File: src/rtl/dmem_arbiter_pkg.sv
// dmem_arb_pkg: shared widths, port identifiers and the muxed memory request type
package dmem_arb_pkg;

    localparam int ADDR_W       = 32;
    localparam int DATA_W       = 32;
    localparam int MAX_LOCK_DEF = 8;

    typedef enum logic {PORT0, PORT1} port_e;

    typedef struct packed {
        logic              we;
        logic [ADDR_W-1:0] addr;
        logic [DATA_W-1:0] wd;
    } mem_req_t;

endpackage

File: src/rtl/dmem_arbiter_if.sv
// dmem_req_if: one requester port of the data-memory arbiter
interface dmem_req_if
    import dmem_arb_pkg::*;
#(
    parameter int AW = ADDR_W,
    parameter int DW = DATA_W
);

    logic          req;
    logic          we;
    logic          lock;
    logic [AW-1:0] addr;
    logic [DW-1:0] wd;
    logic          gnt;
    logic          rvalid;
    logic [DW-1:0] rdata;

    modport master (output req, we, lock, addr, wd, input gnt, rvalid, rdata);
    modport slave  (input req, we, lock, addr, wd, output gnt, rvalid, rdata);

endinterface

File: src/rtl/dmem_arbiter_rr_arb2.sv
// rr_arb2: two-way round-robin arbiter with bounded lock extension for the owner
module rr_arb2
    import dmem_arb_pkg::*;
#(
    parameter int MAX_LOCK = MAX_LOCK_DEF
) (
    input  logic       clk,
    input  logic       rst_n,
    input  logic       en_i,
    input  logic [1:0] req_i,
    input  logic [1:0] lock_i,
    output logic [1:0] gnt_o
);

    localparam int CW = $clog2(MAX_LOCK + 1);

    port_e          last_q, last_d, win;
    logic [CW-1:0]  cnt_q, cnt_d;
    logic           both, hold;

    // Pick the winner; the owner keeps a contended bus only while locked and under budget
    always_comb begin
        both   = &req_i;
        hold   = lock_i[last_q] && (cnt_q < CW'(MAX_LOCK));
        win    = both ? (hold ? last_q : port_e'(~last_q)) : (req_i[1] ? PORT1 : PORT0);
        gnt_o  = (en_i && |req_i) ? (win == PORT1 ? 2'b10 : 2'b01) : 2'b00;
        last_d = |gnt_o ? win : last_q;
        cnt_d  = !(|gnt_o) ? cnt_q :
                 (both && win == last_q) ? (cnt_q == CW'(MAX_LOCK) ? cnt_q : cnt_q + 1'b1) : '0;
    end

    // Last owner and consecutive contended-grant count; P1 as owner lets P0 win the first tie
    always_ff @(posedge clk or negedge rst_n) begin
        if (!rst_n) begin
            last_q <= PORT1;
            cnt_q  <= '0;
        end else begin
            last_q <= last_d;
            cnt_q  <= cnt_d;
        end
    end

endmodule

File: src/rtl/dmem_arbiter.sv
// dmem_arbiter: shares the single-port data memory between the CPU port and a secondary master
module dmem_arbiter
    import dmem_arb_pkg::*;
#(
    parameter int MAX_LOCK = MAX_LOCK_DEF
) (
    input  logic              clk,
    input  logic              rst_n,
    dmem_req_if.slave         p0,
    dmem_req_if.slave         p1,
    output logic              mem_we_o,
    output logic [ADDR_W-1:0] mem_a_o,
    output logic [DATA_W-1:0] mem_wd_o,
    input  logic [DATA_W-1:0] mem_rd_i
);

    logic [1:0]        gnt;
    logic              run_q;
    logic              rd_pend_q, rd_pend_d;
    port_e             rd_tag_q, rd_tag_d;
    logic [ADDR_W-1:0] mem_a_q;
    logic [DATA_W-1:0] mem_wd_q;
    mem_req_t          cur;

    rr_arb2 #(.MAX_LOCK(MAX_LOCK)) u_arb (
        .clk    (clk),
        .rst_n  (rst_n),
        .en_i   (run_q),
        .req_i  ({p1.req, p0.req}),
        .lock_i ({p1.lock, p0.lock}),
        .gnt_o  (gnt)
    );

    assign p0.gnt    = gnt[0];
    assign p1.gnt    = gnt[1];
    assign p0.rvalid = rd_pend_q && rd_tag_q == PORT0;
    assign p1.rvalid = rd_pend_q && rd_tag_q == PORT1;
    assign p0.rdata  = p0.rvalid ? mem_rd_i : '0;
    assign p1.rdata  = p1.rvalid ? mem_rd_i : '0;

    // Route the granted request to memory; address/data hold their last value when idle
    always_comb begin
        cur       = gnt[1] ? '{we: p1.we, addr: p1.addr, wd: p1.wd}
                           : '{we: p0.we, addr: p0.addr, wd: p0.wd};
        mem_we_o  = |gnt & cur.we;
        mem_a_o   = |gnt ? cur.addr : mem_a_q;
        mem_wd_o  = |gnt ? cur.wd : mem_wd_q;
        rd_pend_d = |gnt & ~cur.we;
        rd_tag_d  = gnt[1] ? PORT1 : PORT0;
    end

    // Run flag, read-return tag and held bus; reset drops any read still in flight
    always_ff @(posedge clk or negedge rst_n) begin
        if (!rst_n) begin
            run_q     <= 1'b0;
            rd_pend_q <= 1'b0;
            rd_tag_q  <= PORT0;
            mem_a_q   <= '0;
            mem_wd_q  <= '0;
        end else begin
            run_q     <= 1'b1;
            rd_pend_q <= rd_pend_d;
            rd_tag_q  <= rd_tag_d;
            mem_a_q   <= mem_a_o;
            mem_wd_q  <= mem_wd_o;
        end
    end

endmodule

File: src/flat_wrapper.sv
// flat-port wrapper written by rule: the top's interface ports become plain ports
module dmem_arbiter_flat import dmem_arb_pkg::*;
#(
    parameter int MAX_LOCK = MAX_LOCK_DEF
)
  (clk, rst_n, mem_we_o, mem_a_o, mem_wd_o, mem_rd_i, p0_req, p0_we, p0_lock, p0_addr, p0_wd, p0_gnt, p0_rvalid, p0_rdata, p1_req, p1_we, p1_lock, p1_addr, p1_wd, p1_gnt, p1_rvalid, p1_rdata);
  dmem_req_if p0_i ();
  dmem_req_if p1_i ();
  input  logic clk;
  input  logic rst_n;
  output logic mem_we_o;
  output logic [ADDR_W-1:0] mem_a_o;
  output logic [DATA_W-1:0] mem_wd_o;
  input  logic [DATA_W-1:0] mem_rd_i;
  input wire logic [$bits(p0_i.req)-1:0] p0_req;
  input wire logic [$bits(p0_i.we)-1:0] p0_we;
  input wire logic [$bits(p0_i.lock)-1:0] p0_lock;
  input wire logic [$bits(p0_i.addr)-1:0] p0_addr;
  input wire logic [$bits(p0_i.wd)-1:0] p0_wd;
  output wire logic [$bits(p0_i.gnt)-1:0] p0_gnt;
  output wire logic [$bits(p0_i.rvalid)-1:0] p0_rvalid;
  output wire logic [$bits(p0_i.rdata)-1:0] p0_rdata;
  input wire logic [$bits(p1_i.req)-1:0] p1_req;
  input wire logic [$bits(p1_i.we)-1:0] p1_we;
  input wire logic [$bits(p1_i.lock)-1:0] p1_lock;
  input wire logic [$bits(p1_i.addr)-1:0] p1_addr;
  input wire logic [$bits(p1_i.wd)-1:0] p1_wd;
  output wire logic [$bits(p1_i.gnt)-1:0] p1_gnt;
  output wire logic [$bits(p1_i.rvalid)-1:0] p1_rvalid;
  output wire logic [$bits(p1_i.rdata)-1:0] p1_rdata;
  assign p0_i.req = p0_req;
  assign p0_i.we = p0_we;
  assign p0_i.lock = p0_lock;
  assign p0_i.addr = p0_addr;
  assign p0_i.wd = p0_wd;
  assign p0_gnt = p0_i.gnt;
  assign p0_rvalid = p0_i.rvalid;
  assign p0_rdata = p0_i.rdata;
  assign p1_i.req = p1_req;
  assign p1_i.we = p1_we;
  assign p1_i.lock = p1_lock;
  assign p1_i.addr = p1_addr;
  assign p1_i.wd = p1_wd;
  assign p1_gnt = p1_i.gnt;
  assign p1_rvalid = p1_i.rvalid;
  assign p1_rdata = p1_i.rdata;
  dmem_arbiter #(.MAX_LOCK(MAX_LOCK)) u_core (.clk(clk), .rst_n(rst_n), .p0(p0_i), .p1(p1_i), .mem_we_o(mem_we_o), .mem_a_o(mem_a_o), .mem_wd_o(mem_wd_o), .mem_rd_i(mem_rd_i));
endmodule
File: config.mk
export PLATFORM = sky130hd
export DESIGN_NAME = dmem_arbiter_flat
export DESIGN_NICKNAME = d
export VERILOG_FILES = /design/src/rtl/dmem_arbiter_pkg.sv /design/src/rtl/dmem_arbiter_if.sv /design/src/rtl/dmem_arbiter_rr_arb2.sv /design/src/rtl/dmem_arbiter.sv /design/src/flat_wrapper.sv
export SDC_FILE = /design/constraint.sdc
export NUM_CORES = 1
export LEC_CHECK = 0
export ABC_AREA = 1
export BUFFER_PORTS_ARGS = -buffer_cell sky130_fd_sc_hd__buf_2
export CAP_MARGIN = 20
export CORE_AREA = 4 4 114 116
export DETAILED_ROUTE_END_ITERATION = 10
export DIE_AREA = 0 0 118 120
export PLACE_DENSITY_LB_ADDON = 0.05
export SETUP_SLACK_MARGIN = 0.15
export SLEW_MARGIN = 40
export SYNTH_ARGS = -nofsm -noshare
export SYNTH_HDL_FRONTEND = slang
export SYNTH_SLANG_ARGS = --single-unit
export TNS_END_PERCENT = 50
File: constraint.sdc
create_clock -name clk -period 2.4 [get_ports clk]
set_input_delay 0.72 -clock clk [delete_from_list [all_inputs] [get_ports clk]]
set_output_delay 0.72 -clock clk [all_outputs]
set_load 0.05 [all_outputs]
Word level (Yosys, flattened, before mapping)
Index checks and enable logic that the tools add are counted.
W data, S select, Z words.
Operators by class
  reduce and logical (&&, ||, !) cells: 9
  add/sub/neg operators: 1
  $lt $le $gt $ge: 2
  bitwise logic cells: 5
  mux-type cells: 15
  equality and inequality tests: 3
Operators by type and width (count)
  $mux W32: 4
  $mux W65: 1
  $mux W4: 2
  $mux W1: 6
  $logic_and A1 B1 Y1: 5
  $add A4 B1 Y4 const B: 1
  $eq A4 B4 Y1 const B: 1
  $lt A4 B4 Y1 const B: 1
  $mux W2: 2
  $reduce_and A2 Y1: 2
  $reduce_or A2 Y1: 2
  $not A1 Y1: 3
  $and A1 B1 Y1: 2
  $lt A1 B2 Y1 const B: 1
  $ne A2 B2 Y1 const B: 1
  $eq A1 B1 Y1: 1
Storage, ports and cells
  output and inout bits: 133
  logic and storage cells: 42
  input bits: 168
  flip-flop bits (word level): 72

Logic depth before layout (Yosys ltp)
  depth after elaboration: 10
  depth in mapped cells: 10
  gate-level depth less buffers: 9

Modules after synthesis
Synthesis repeated with hierarchy kept, for this count alone.
Unflattened totals
  cell total of the unflattened synthesis: 515
  area, all modules: 3738.6 um^2
By module, submodules not included
  dmem_arbiter: sequential area each 1676.6 um^2, times used 1, cells each 466, area an instance 3399.5 um^2
  rr_arb2: sequential area each 126.4 um^2, times used 1, cells each 49, area an instance 339.1 um^2

Worst setup path after synthesis
No wires, ideal clock.
  path type: register -> output
  start point: reg u_core.rd_tag_q
  end point: out p0_rdata[0]
  path buffers: 1
  path slack: -487 ps
  stages on the path, launching flop included: 5
  arrival time: 2167 ps
  cells stage by stage: dfrtp_1 nor2_1 inv_1 clkbuf_1 nor2_1
On the way
  cells in the longest elaborated chain, start to end: 3
Ends and longest elaborated chain
  from (decl): line dmem_arbiter.sv:20  | port_e rd_tag_q, rd_tag_d;
  from (signal assigned): line dmem_arbiter.sv:63  | rd_tag_q <= rd_tag_d;
  $not A1 Y1: line dmem_arbiter.sv:36  | assign p0.rvalid = rd_pend_q && rd_tag_q == PORT0;
  $logic_and A1 B1 Y1: line dmem_arbiter.sv:36
  named net p0_rvalid: line flat_wrapper.sv:21  | output wire logic [$bits(p0_i.rvalid)-1:0] p0_rvalid;
  $mux W32: line dmem_arbiter.sv:38  | assign p0.rdata = p0.rvalid ? mem_rd_i : '0;
  to (decl): line flat_wrapper.sv:22  | output wire logic [$bits(p0_i.rdata)-1:0] p0_rdata;
The timed path passes the listed nets, and every way through them passes these cells.

Worst setup path in the final report
  start point: reg u_core.u_arb.last_q
  end point: out mem_a_o[4]
On the way
  cells in the longest elaborated chain, start to end: 9
  elaborated cells between the ends (all ways): 11
Ends and longest elaborated chain
  from (decl): line dmem_arbiter_rr_arb2.sv:17  | port_e last_q, last_d, win;
  from (signal assigned): line dmem_arbiter_rr_arb2.sv:38  | last_q <= last_d;
  $mux W1 (implied by the code) (2 in a row): line dmem_arbiter_rr_arb2.sv:24  | hold = lock_i[last_q] && (cnt_q < CW'(MAX_LOCK));
  $logic_and A1 B1 Y1: line dmem_arbiter_rr_arb2.sv:24
  $mux W1 * (2 in a row): line dmem_arbiter_rr_arb2.sv:25  | win = both ? (hold ? last_q : port_e'(~last_q)) : (req_i[1] ? PORT1 : PORT0);
  $mux W2 * (2 in a row): line dmem_arbiter_rr_arb2.sv:26  | gnt_o = (en_i && |req_i) ? (win == PORT1 ? 2'b10 : 2'b01) : 2'b00;
  $mux W65 / $reduce_or A2 Y1 (equally long branches): line dmem_arbiter.sv:43, dmem_arbiter.sv:46
  $mux W32 *: line dmem_arbiter.sv:46  | mem_a_o = |gnt ? cur.addr : mem_a_q;
  to (decl): line flat_wrapper.sv:12  | output logic [ADDR_W-1:0] mem_a_o;
Every way passes the cells marked *; elsewhere a longest branch is shown, timed or not. The select of a mux whose other input is x is not followed.

==> key figures <==
Outcome
  – Outcome: complete, but fails checks
  – Violated checks: negative setup slack

Place
  – Half-perimeter wire length of the detailed placement result: 12720 um
  – Cell area after placement: 0.007069 sq mm
  – Total of buffers placed on input and output ports: 300
  – Final weighted congestion in routability-driven placement: 0.8668
  – Setup WS pre-CTS: -0.2663 ns

STA
  – Final Worst Setup Slack: -0.2630 ns
  – Setup repair after global routing missed its margin: yes
  – Final period util: 111.0%
  – Setup violation total in the final timing report: 67
  – Number of hold-slack violations in the final timing report: 0
  – Clock tree skew after final layout: 0.005565 ns
  – Max Transition Viols Final: 0
  – Max Freq: 0.3755 GHz
  – Clock period minus worst slack: 2.663 ns

Layout
  – Fin util: 71.97%
  – Most used cells in the layout excluding fill and tap cells: sky130_fd_sc_hd__buf_2 (210), sky130_fd_sc_hd__nand2_1 (140), sky130_fd_sc_hd__inv_1 (74)
  – Number of filler instances in the final layout: 922
  – Share of cells above drive strength 1: 60.33%
  – Area of all placed cells without fillers: 0.008573 sq mm
  – Multi-input combinational cell area: 0.003044 sq mm
  – Most common cell after layout, fill and taps aside: sky130_fd_sc_hd__buf_2
  – Area overhead of the layout relative to synthesis: 104.4%
  – Reg area: 0.001803 sq mm
  – NumNets Final: 1124

Logic synthesis
  – Top post-synthesis cells by area: sky130_fd_sc_hd__dfrtp_1 (42%), sky130_fd_sc_hd__nand2_1 (23%), sky130_fd_sc_hd__nand3_1 (7.4%), sky130_fd_sc_hd__inv_1 (7.0%), sky130_fd_sc_hd__nor2_1 (6.0%)
  – Cell type with the highest aggregate area in the netlist: sky130_fd_sc_hd__dfrtp_1
  – Number of warnings printed during yosys synthesis: 0
  – Post-synthesis cell type count: 24
  – Share of synthesized area occupied by flip-flops and latches: 42.98%
  – Flip-flop and latch count after synthesis: 72
  – Syn_area_per_cell: 6.691 sq um
  – Cell area after technology mapping: 0.004195 sq mm
  – Synthesized instance count: 627
  – Fraction of synthesized cell area taken by the top area cell type: 42.35%
  – Synthesized net count: 797

Hold path
  – Tightest Hold Check Type: input port to async pin

Setup path
  – Kind of end point of the critical path: output pin
  – Reg-to-reg endpoint: u_core.mem_a_q[1]
  – Data arrival, critical path: 1.94 ns
  – Max FO, Critical Path: 7
  – Worst path required time: 1.68 ns
  – Worst reg2reg startpoint: u_core.u_arb.last_q
  – Register-to-register setup slack: 0.62 ns
  – Type of the worst setup path: flip-flop to output pin
  – Startpoint Class: flip-flop
  – Path depth of the worst reg2reg path: 10

CTS
  – Number of clock sinks: 72
  – H-tree levels: 3
  – Insertion delay of the later-clocked pin in the worst-skew pair: 0.34 ns
  – Worst-path clk slew: 0.06 ns
  – Clock root cell: sky130_fd_sc_hd__clkbuf_16
  – TritonCTS clock tree: built
  – Count of hold buffers inserted by post-cts repair: 0
  – Number of buffers created by CTS: 9
  – CTS max path bufs: 2

Floorplan
  – Die Y-Extent: 120 um
  – Die footprint: 0.01416 sq mm
  – Boundary Pins: 301
  – Starting utilization of the core area: 35.22%
  – Die width: 118 um
  – Total number of placement rows: 40
  – Area of the core region: 0.01191 sq mm

Pwr
  – Total power: 5.369 mW
  – Power density over the cells: 626.3 mW/mm^2
  – Max VDD drop: 0.5202 mV
  – Standby leakage power: 4.755 nW

Routing
  – Routed vias: 5287
  – Number of search-and-repair iterations in the first detailed-routing pass: 5
  – Number of design-rule violations left by the first detailed-router iteration: 199
  – DRC violation count after routing: 0
  – Detailed-route wire length per cell: 16.02 um
  – Via density per instance: 4.776
  – Remaining antenna violation count after routing: 0
  – Routed Wire Length: 17730 um

Global route
  – Vias in the first global route: 5413
  – Wire length of the first global-routing pass: 27730 um
  – Pin count of the biggest net entering global routing: 73
  – Initial antenna violation count: 3
  – Most used routing layer in global routing: met2
  – Remaining Overflow, GRT: 0
  – Global-route track usage on met1: 26.56%
  – Met3 Use GR: 7.069%
  – Met2 Resource Use GR: 45.06%
  – All-layer global routing usage: 24.50%

Flow run
  – Max-cap check violation count: 0
metal layers:
layer / vias up / wire length [um]
met1: 2464 / 6337
met5: - / 13
met2: 200 / 9612
met4: 2 / 535
li1: 2582 / -
met3: 39 / 1231
what timing repair did:
action,in CTS,in global routing
endpoints found under the hold margin,0,0
resized for setup,232,73
buffers inserted,4,6
gates cloned,3,4
pin swaps,24,15
endpoints found under the setup margin,67,92
report_power, final:
part,total (mW),switching [mW],internal [mW]
clock,1.28,0.506,0.779
combinational,2.63,1.58,1.05
sequential,1.45,0.0575,1.39
through the flow:
| step | setup TNS (ns) | hold WS [ns] | cells |
|---|---|---|---|
| global placement | -13.85 | 0.4726 | 1073 |
| global route | -19.36 | 0.4216 | 1107 |
| CTS | -12.59 | 0.4219 | 1095 |
| floorplan | 0 | 0.4244 | 627 |
| detailed placement | -15.46 | 0.4753 | 1073 |
| finish | -14.04 | 0.3808 | 1107 |
kinds of logic (layout without fill, tap and decap cells):
group / Yosys count / in the layout / share of synthesized area (%)
XOR/XNOR: 2 / 2 / 0.4176
AND/OR/NAND/NOR: 419 / 419 / 41.93
flip-flops: 72 / 72 / 42.98
other: 1 / 3 / 0.08939
buffers and inverters: 123 / 454 / 12.94
adder cells (fa/ha/maj): 2 / 2 / 0.5964
AO/OA/AOI/OAI: 8 / 8 / 1.044
worst max path at each step:
| stage | depth (start not counted) | to | from |
|---|---|---|---|
| finish | 9 | mem_a_o[4] | u_core.u_arb.last_q |
| floorplan | 10 | mem_a_o[15] | p1_req |
| global placement | 9 | mem_a_o[12] | p1_lock |
| CTS | 8 | mem_we_o | u_core.u_arb.last_q |
| detailed placement | 11 | mem_a_o[12] | p1_req |
| global route | 10 | mem_wd_o[0] | u_core.u_arb.last_q |
registers in the layout, indices dropped and copies added (netlist names):
signal / cells
u_core.mem_wd_q: 32
u_core.mem_a_q: 32
u_core.u_arb.cnt_q: 4
u_core.run_q: 1
u_core.u_arb.last_q: 1
u_core.rd_pend_q: 1
u_core.rd_tag_q: 1
final cells by class:
class,instances,share of cell area [%]
multi-input cells,432,35.51
repair buffers,358,34.31
flip-flops and latches,72,21.03
inverters,81,3.634
clock buffers,13,3.152
well taps,147,2.145
clock inverters,2,0.1605
diodes,2,0.05838
Yosys cell counts:
library cell               count
sky130_fd_sc_hd__nand2_4       1
sky130_fd_sc_hd__o21a_2        1
sky130_fd_sc_hd__dfstp_2       1
sky130_fd_sc_hd__nor2_1       67
sky130_fd_sc_hd__xor2_1        2
sky130_fd_sc_hd__nand2_2       1
sky130_fd_sc_hd__buf_6         6
sky130_fd_sc_hd__a21oi_1       5
sky130_fd_sc_hd__buf_4         4
sky130_fd_sc_hd__inv_2         3
sky130_fd_sc_hd__ha_1          2
sky130_fd_sc_hd__nand4_1      31
sky130_fd_sc_hd__o21ai_1       1
sky130_fd_sc_hd__nand2_1     254
sky130_fd_sc_hd__nand3_1      62
sky130_fd_sc_hd__buf_2        17
sky130_fd_sc_hd__nand3_2       1
sky130_fd_sc_hd__inv_1        78
sky130_fd_sc_hd__o21ai_0       1
sky130_fd_sc_hd__dfrtp_1      71
sky130_fd_sc_hd__clkbuf_1     15
sky130_fd_sc_hd__nand3_4       1
sky130_fd_sc_hd__nor3_1        1
sky130_fd_sc_hd__conb_1        1
worst max-delay path: stages (launching register included):
cell and delay (ns):
sky130_fd_sc_hd__dfstp_2 0.56, sky130_fd_sc_hd__nand3_2 0.12, sky130_fd_sc_hd__nand3_4 0.17, sky130_fd_sc_hd__nand2_8 0.08, sky130_fd_sc_hd__nand2_8 0.15, sky130_fd_sc_hd__clkbuf_16 0.19, sky130_fd_sc_hd__nand2_2 0.05, sky130_fd_sc_hd__nand2_2 0.07
sky130_fd_sc_hd__nand2_4 0.06, sky130_fd_sc_hd__buf_8 0.15
Power figures use the tool's default switching activity.
